<file path="config.mk">
export PLATFORM = sky130hd
export DESIGN_NAME = uart_tx_serializer
export DESIGN_NICKNAME = d
export VERILOG_FILES = /design/src/rtl/uart_tx_serializer.sv
export SDC_FILE = /design/constraint.sdc
export NUM_CORES = 1
export LEC_CHECK = 0
export CORE_MARGIN = 5
export CORE_UTILIZATION = 50
export DETAILED_ROUTE_END_ITERATION = 8
export PLACE_DENSITY = 0.67
export REMOVE_ABC_BUFFERS = 1
export SLEW_MARGIN = 25
export SYNTH_ARGS = -nofsm -noshare
export SYNTH_HDL_FRONTEND = slang
export SYNTH_SLANG_ARGS = --single-unit
</file>
<file path="constraint.sdc">
create_clock -name clk -period 4.55 [get_ports clk]
set_input_delay 0.6825 -clock clk [delete_from_list [all_inputs] [get_ports clk]]
set_output_delay 0.6825 -clock clk [all_outputs]
set_load 0.02 [all_outputs]
</file>
<file path="src/rtl/uart_tx_serializer.sv">
// UART 8N1 transmitter: a 16-entry byte FIFO feeding a tick-paced serializer.
// The baud generator is enabled for the whole burst, and consecutive frames are sent without an idle gap.
module uart_tx_serializer #(
    parameter int DATA_W     = 8,
    parameter int FIFO_DEPTH = 16,
    parameter int ADDR_W     = 4
) (
    input  logic              clk,
    input  logic              reset,
    input  logic              iWR_en,
    input  logic [DATA_W-1:0] iWR_data,
    output logic              oFULL,
    output logic              oEMPTY,
    output logic [ADDR_W:0]   oLEVEL,
    output logic              oOVERFLOW,
    input  logic              iBAUD_tick,
    output logic              oTX_en,
    output logic              oTX,
    output logic              oBUSY
);

    typedef enum logic [2:0] {IDLE, WAIT_TICK, START, DATA, STOP} state_t;

    localparam logic [ADDR_W:0] DEPTH_CNT = (ADDR_W+1)'(FIFO_DEPTH);

    state_t              state_q, state_d;
    logic [ADDR_W-1:0]   rd_ptr_q, rd_ptr_d;
    logic [ADDR_W-1:0]   wr_ptr_q, wr_ptr_d;
    logic [ADDR_W:0]     count_q, count_d;
    logic                ovf_q, ovf_d;
    logic [DATA_W-1:0]   mem_q [FIFO_DEPTH];
    logic [DATA_W-1:0]   shift_q, shift_d;
    logic [2:0]          bit_cnt_q, bit_cnt_d;
    logic                tx_q, tx_d;
    logic                tx_en_q, tx_en_d;
    logic                full, empty, wr_accept, pop;
    logic [DATA_W-1:0]   head;

    assign full      = (count_q == DEPTH_CNT);
    assign empty     = (count_q == '0);
    assign wr_accept = iWR_en && !full;
    assign head      = mem_q[rd_ptr_q];

    // A write while full is dropped even when a pop happens in the same cycle.
    always_comb begin
        wr_ptr_d = wr_ptr_q;
        rd_ptr_d = rd_ptr_q;
        count_d  = count_q;
        ovf_d    = ovf_q | (iWR_en & full);
        if (wr_accept) begin
            wr_ptr_d = wr_ptr_q + ADDR_W'(1);
        end
        if (pop) begin
            rd_ptr_d = rd_ptr_q + ADDR_W'(1);
        end
        case ({wr_accept, pop})
            2'b10:   count_d = count_q + (ADDR_W+1)'(1);
            2'b01:   count_d = count_q - (ADDR_W+1)'(1);
            default: count_d = count_q;
        endcase
    end

    always_comb begin
        state_d   = state_q;
        shift_d   = shift_q;
        bit_cnt_d = bit_cnt_q;
        tx_d      = tx_q;
        tx_en_d   = tx_en_q;
        pop       = 1'b0;
        case (state_q)
            IDLE: begin
                tx_d    = 1'b1;
                tx_en_d = 1'b0;
                if (!empty) begin
                    pop     = 1'b1;
                    shift_d = head;
                    tx_en_d = 1'b1;
                    state_d = WAIT_TICK;
                end
            end
            WAIT_TICK: begin
                if (iBAUD_tick) begin
                    tx_d    = 1'b0;
                    state_d = START;
                end
            end
            START: begin
                if (iBAUD_tick) begin
                    tx_d      = shift_q[0];
                    shift_d   = shift_q >> 1;
                    bit_cnt_d = 3'd0;
                    state_d   = DATA;
                end
            end
            DATA: begin
                if (iBAUD_tick) begin
                    if (bit_cnt_q == 3'd7) begin
                        tx_d    = 1'b1;
                        state_d = STOP;
                    end else begin
                        tx_d      = shift_q[0];
                        shift_d   = shift_q >> 1;
                        bit_cnt_d = bit_cnt_q + 3'd1;
                    end
                end
            end
            STOP: begin
                // The empty check uses the registered count, so a same-edge write waits for IDLE.
                if (iBAUD_tick) begin
                    if (!empty) begin
                        pop     = 1'b1;
                        shift_d = head;
                        tx_d    = 1'b0;
                        state_d = START;
                    end else begin
                        tx_d    = 1'b1;
                        tx_en_d = 1'b0;
                        state_d = IDLE;
                    end
                end
            end
            default: begin
                tx_d    = 1'b1;
                tx_en_d = 1'b0;
                state_d = IDLE;
            end
        endcase
    end

    always_ff @(posedge clk or negedge reset) begin
        if (!reset) begin
            state_q   <= IDLE;
            rd_ptr_q  <= '0;
            wr_ptr_q  <= '0;
            count_q   <= '0;
            ovf_q     <= 1'b0;
            bit_cnt_q <= 3'd0;
            tx_q      <= 1'b1;
            tx_en_q   <= 1'b0;
        end else begin
            state_q   <= state_d;
            rd_ptr_q  <= rd_ptr_d;
            wr_ptr_q  <= wr_ptr_d;
            count_q   <= count_d;
            ovf_q     <= ovf_d;
            bit_cnt_q <= bit_cnt_d;
            tx_q      <= tx_d;
            tx_en_q   <= tx_en_d;
        end
    end

    // Payload storage carries no reset; validity is tracked by the pointers and count.
    always_ff @(posedge clk) begin
        if (wr_accept) begin
            mem_q[wr_ptr_q] <= iWR_data;
        end
        shift_q <= shift_d;
    end

    assign oFULL     = full;
    assign oEMPTY    = empty;
    assign oLEVEL    = count_q;
    assign oOVERFLOW = ovf_q;
    assign oTX       = tx_q;
    assign oTX_en    = tx_en_q;
    assign oBUSY     = (state_q != IDLE);

endmodule
</file>
# ---- Word level (Yosys, flattened, before mapping)
# Memory sizes are Yosys's and may differ from the RTL's.
# Cells that the tools add are included.
dict set report totals {
  ff_bits 30
  elab_cells 82
  out_inout_bits 11
  inputBits 12
  ramBits 128
  mem_count 1
}
dict set report op_classes {
  reduce_logical 14
  bitwise_logic 3
  n_eq_ne 16
  addsub 5
  muxes 34
}
# memory words word_bits rd rd_clocked_by_memory_dff write_ports line
set mem_list {}
lappend mem_list {mem_q 16 8 1 0 1 31} ;# logic [DATA_W-1:0] mem_q [FIFO_DEPTH];
# cell count
set ops {}
lappend ops {{$mux 8} 5}
lappend ops {{$pmux 8 s4} 1}
lappend ops {{$mux 3} 9}
lappend ops {{$ne 2x2->1 const B} 8}
lappend ops {{$pmux 3 s5} 1}
lappend ops {{$mux 1} 12}
lappend ops {{$pmux 5 s2} 1}
lappend ops {{$add 4x1->4 const B} 2}
lappend ops {{$reduce_and 4->1} 2}
lappend ops {{$eq 3x2->1 const B} 2}
lappend ops {{$eq 3x3->1 const B} 2}
lappend ops {{$pmux 3 s2} 1}
lappend ops {{$reduce_and 6->1} 1}
lappend ops {{$add 5x1->5 const B} 1}
lappend ops {{$eq 5x5->1 const B} 1}
lappend ops {{$logic_not 5->1} 1}
lappend ops {{$reduce_and 5->1} 1}
lappend ops {{$sub 5x1->5 const B} 1}
lappend ops {{$pmux 1 s4} 1}
lappend ops {{$reduce_bool 2->1} 2}
lappend ops {{$reduce_bool 4->1} 1}
lappend ops {{$add 3x1->3 const B} 1}
lappend ops {{$eq 3x1->1 const B} 1}
lappend ops {{$logic_not 3->1} 1}
lappend ops {{other kinds (13)} 13}

# ---- Depth between registers and ports, before layout
dict set report logic_depth {
  word_depth 6
  depth_mapped 13
  depth_no_buf 12
}

# ---- Worst setup path before layout
# Ideal clock, no wire load.
dict set report synth_path {
  path_kind {register to register}
  start {reg count_q[0] (netlist: oLEVEL[0])}
  end {reg count_q[4] (netlist: oLEVEL[4])}
  setup_ns 0.130
  slack_ns 1.541
  arrival_time_ns 2.879
  path_stages_with_launch 12
  t_required_ns 4.420
  path_buffers 0
  synth_period_minus_slack_ns 3.009
  path_cell_list {dfrtp_1 nor4_1 nand2b_1 inv_1 nor4_4 ha_1 ha_1 nor2b_1 o21ai_0 a21oi_1 or3b_2 xnor2_1}
}
dict set report synth_between {
  elab_chain_cells 6
  elab_cells_between_ends 13
}
# element line
set synth_lines {}
lappend synth_lines {{from (decl)} 29} ;# logic [ADDR_W:0] count_q, count_d;
lappend synth_lines {{from (signal assigned)} 144} ;# count_q <= count_d;
lappend synth_lines {{$logic_not 5->1 *} 40} ;# assign empty = (count_q == '0);
lappend synth_lines {{via oEMPTY} 13} ;# output logic oEMPTY,
lappend synth_lines {{$mux 1 *} {74, 110}}
lappend synth_lines {{$mux 1} 109} ;# if (iBAUD_tick) begin
lappend synth_lines {{$pmux 1 s2 *} 70} ;# case (state_q)
lappend synth_lines {{via pop} 36} ;# logic full, empty, wr_accept, pop;
lappend synth_lines {{$eq 2x1->1 or $eq 2x2->1 (tied branches)} 56} ;# case ({wr_accept, pop})
lappend synth_lines {{$pmux 5 s2 or $reduce_bool 2->1 (tied branches)} --}
# The timed path passes the listed nets; every way through them passes the cells marked *.
# A chain may end at the register's enable or synchronous reset.

# ---- Worst setup path in the final report
dict set report layout_path {
  start {reg count_q[0] (netlist: oLEVEL[0])}
  end {reg count_q[4] (netlist: oLEVEL[4])}
}
dict set report layout_between {
  elab_chain_cells 6
  elab_cells_between_ends 13
}
# element line
set layout_lines {}
lappend layout_lines {{$logic_not 5->1 *} 40}
lappend layout_lines {{$mux 1 *} {74, 110}}
lappend layout_lines {{$mux 1} 109}
lappend layout_lines {{$pmux 1 s2 *} 70}
lappend layout_lines {{via pop} 36}
lappend layout_lines {{$eq 2x1->1 or $eq 2x2->1 (tied branches)} 56}
lappend layout_lines {{$pmux 5 s2 or $reduce_bool 2->1 (tied branches)} --}
# Marked as above.

==> run summary <==
* outcome: finished, final reports clean
* number of setup buffers added after CTS: 0
* diode insertion count for antenna repair: 0
* transition time of the tightest slew-check pin: 0.971 ns
* largest vdd supply drop: 348 uV
* wire length of the first global-routing pass: 18200 um
* setup repair after global routing missed its margin: false
* Required @ worst endpoint: 4.85 ns
* combined global-route utilization of all metal layers: 0.155
* post-synthesis register bit count: 158
* number of global-route vias before repair: 3318
* overall die width: 125 um
* average cell area after synthesis: 17.8 sq um
* Max Cap Viol: 0
* total negative setup slack: 0 ns
* die area: 0.0157 sq mm
* total grt overflow: 0
* critical path type: register to register
* number of design rule violations left after detail routing: 0
* final critical-path required period: 3.20 ns
* H-Tree Depth: 4
* hold crit path type: input pin to async pin
* initial detailed-routing violation count: 252
* share of the yosys chip area belonging to registers: 0.699
* sinks on the clock net: 158
* static power due to leakage: 2.58 nW
* FP Rows: 42
* cell count after synthesis: 373
* cell chosen for the clock root: clkbuf_16
* area overhead of the layout relative to synthesis: 13.6%
* total number of vias: 3235
* largest net degree at the start of global routing: 36
* number of nets at the end of the flow: 420
* CP startpoint: oLEVEL[0]
* ratio of total power to cell area: 603 mW/mm^2
* most frequent cells in the layout: 136 x edfxtp_1, 25 x nor2_1, 24 x nand2_1
* global placer's final weighted congestion: 0.764
* Max Root-Sink Buffers: 2
* post-DR vias/cell: 5.53
* final cycle utilization of the critical path: 0.703
* number of buffers inserted during clock tree synthesis: 17
* count of input and output buffers: 22
* Register Area: 0.00464 sq mm
* hpwl dp: 7270 um
* number of hold buffers added after cts: 0
* wire per inst: 19.4 um
* yosys warns: 0
* area of the core: 0.0131 sq mm
* setup violation total in the final timing report: 0
* Power Total: 4.54 mW
* CP max FO: 7
* Resized cells post-CTS: 0
* Max Clock Freq: 313 MHz
* die boundary height: 125 um
* Top-Level Pins: 23
* most common cell after layout, fill and taps aside: edfxtp_1
* clock tree from TritonCTS: done
* iteration count of the initial detailed-routing pass: 4
* number of fill cells: 1010
* unique cell type count in the Yosys netlist: 42
* remaining max-slew budget at the tightest pin: 0.352
* clk_lat worst skew: 0.41 ns
* total detailed-routing wirelength: 11300 um
* Worst-path clk slew: 0.06 ns
* capture point of the worst reg-to-reg path: oLEVEL[4]
* antenna violations before repair: 0
* cell area after synthesis: 0.00663 sq mm
* startpoint of the most critical register-to-register path: oLEVEL[0]
* post-route clock skew: 0.00832 ns
* Final ANT Viol Nets: 0
* starting density of the core: 0.505
* number of cells traversed by the worst register-to-register path: 11
* share of final-layout standard cells stronger than drive strength 1: 0.144
* final number of max-transition violations: 0
* Hold Fails Final Rpt: 0
* FF-to-FF setup slack: 1.35 ns
* area of the multi-input gates: 0.00186 sq mm
* CP Launch Type: register
* CP Capture Type: register
* worst endpoint data arrival time: 3.50 ns
* CP endpoint: oLEVEL[4]
[worst max-delay path, cell delays in order (launching register included)]
cell and delay (ns):
dfrtp_1 0.42, nor4_1 0.42, nand2b_1 0.23, inv_1 0.27
nor4_4 0.11, ha_1 0.26, ha_1 0.33, nor2b_1 0.15
o21ai_0 0.22, a21oi_1 0.10, or3b_2 0.45, xnor2_1 0.13
[Yosys cell counts (all sizes together)]
cell type / number / area [sq um]
edfxtp: 136 / 4080
mux4: 33 / 822
nor2: 25 / 93.8
nand2: 24 / 90.1
dfrtp: 21 / 526
o21ai: 15 / 75.1
a21oi: 11 / 55.1
ha: 11 / 138
buf: 10 / 73.8
clkbuf: 10 / 37.5
inv: 10 / 37.5
mux2: 9 / 101
mux2i: 9 / 90.1
xnor2: 7 / 61.3
a22o: 5 / 43.8
nand2b: 5 / 31.3
nor3: 5 / 25.0
nor2b: 3 / 18.8
xor2: 3 / 26.3
a211oi: 2 / 15.0
a21o: 2 / 15.0
nand4: 2 / 12.5
nor4: 2 / 27.5
a21boi: 1 / 7.51
a31o: 1 / 8.76
a32oi: 1 / 8.76
and2: 1 / 6.26
dfstp: 1 / 26.3
fa: 1 / 20.0
maj3: 1 / 10.0
nand3: 1 / 5.00
o211ai: 1 / 7.51
o22ai: 1 / 6.26
o32ai: 1 / 8.76
or3: 1 / 6.26
or3b: 1 / 8.76
[through the flow]
stage | hold WS (ns) | setup WS, ns | utilization | cell area, sq um | instances
after global routing | 0.267 | 1.09 | 0.573 | 7530 | 585
final | 0.234 | 1.35 | 0.573 | 7530 | 585
after CTS | 0.459 | 1.36 | 0.574 | 7530 | 585
after floorplan | 0.387 | 1.55 | - | 6520 | 353
after global placement | 0.437 | 1.06 | 0.532 | 6990 | 553
after detailed placement | 0.445 | 0.953 | 0.532 | 6990 | 553
[state kept, by name (all words and copies together), names as in the netlist, 3 cells and up]
register   cells
oLEVEL         5
wr_ptr_q       4
mem_q        128
bit_cnt_q      3
shift_q        8
rd_ptr_q       4
state_q        3
[where the power goes]
part | leakage [nW] | switching (mW) | internal (mW)
logic | 0.813 | 0.514 | 0.577
clock network | 0.270 | 0.547 | 0.752
registers | 1.49 | 0.301 | 1.85
total | 2.58 | 1.36 | 3.18
[per-layer routing]
layer / part of all wire / track usage / vias to the layer above / wire length (um)
met3: 0.030 / 0.0443 / 12 / 344
met1: 0.46 / 0.210 / 1654 / 5230
met2: 0.50 / 0.242 / 51 / 5620
met4: 0.013 / 0.0555 / 0 / 148
li1: - / - / 1518 / -
met5: 0 / 0 / - / 0
[cell families (layout without fill, tap and decap cells)]
kind of cell	count (synthesis)	in the layout	share of synthesized area
compound gates	41	41	0.0379
xor+xnor	10	10	0.0132
simple gates	70	70	0.0491
fa+ha+maj	13	13	0.0253
buf+inv	30	66	0.0225
flops	158	158	0.699
mux	51	51	0.153
[worst min-delay path by stage]
stage / end / slack (ns) / start / cells past startpoint
floorplan: bit_cnt_q[0] / 0.39 / reset / 0
global placement: oOVERFLOW / 0.44 / oOVERFLOW / 1
detailed placement: oOVERFLOW / 0.45 / oOVERFLOW / 1
CTS: oOVERFLOW / 0.46 / oOVERFLOW / 1
global route: wr_ptr_q[1] / 0.27 / reset / 1
finish: oLEVEL[4] / 0.23 / reset / 1
[layout make-up]
cell class / instances / area share
inverters: 10 / 0.00498
repair buffers: 24 / 0.0306
clock buffers: 18 / 0.0570
multi-input cells: 185 / 0.246
well taps: 176 / 0.0292
clock inverters: 14 / 0.0158
flip-flops and latches: 158 / 0.616
Note: power is estimated with default switching activity, not from simulation.
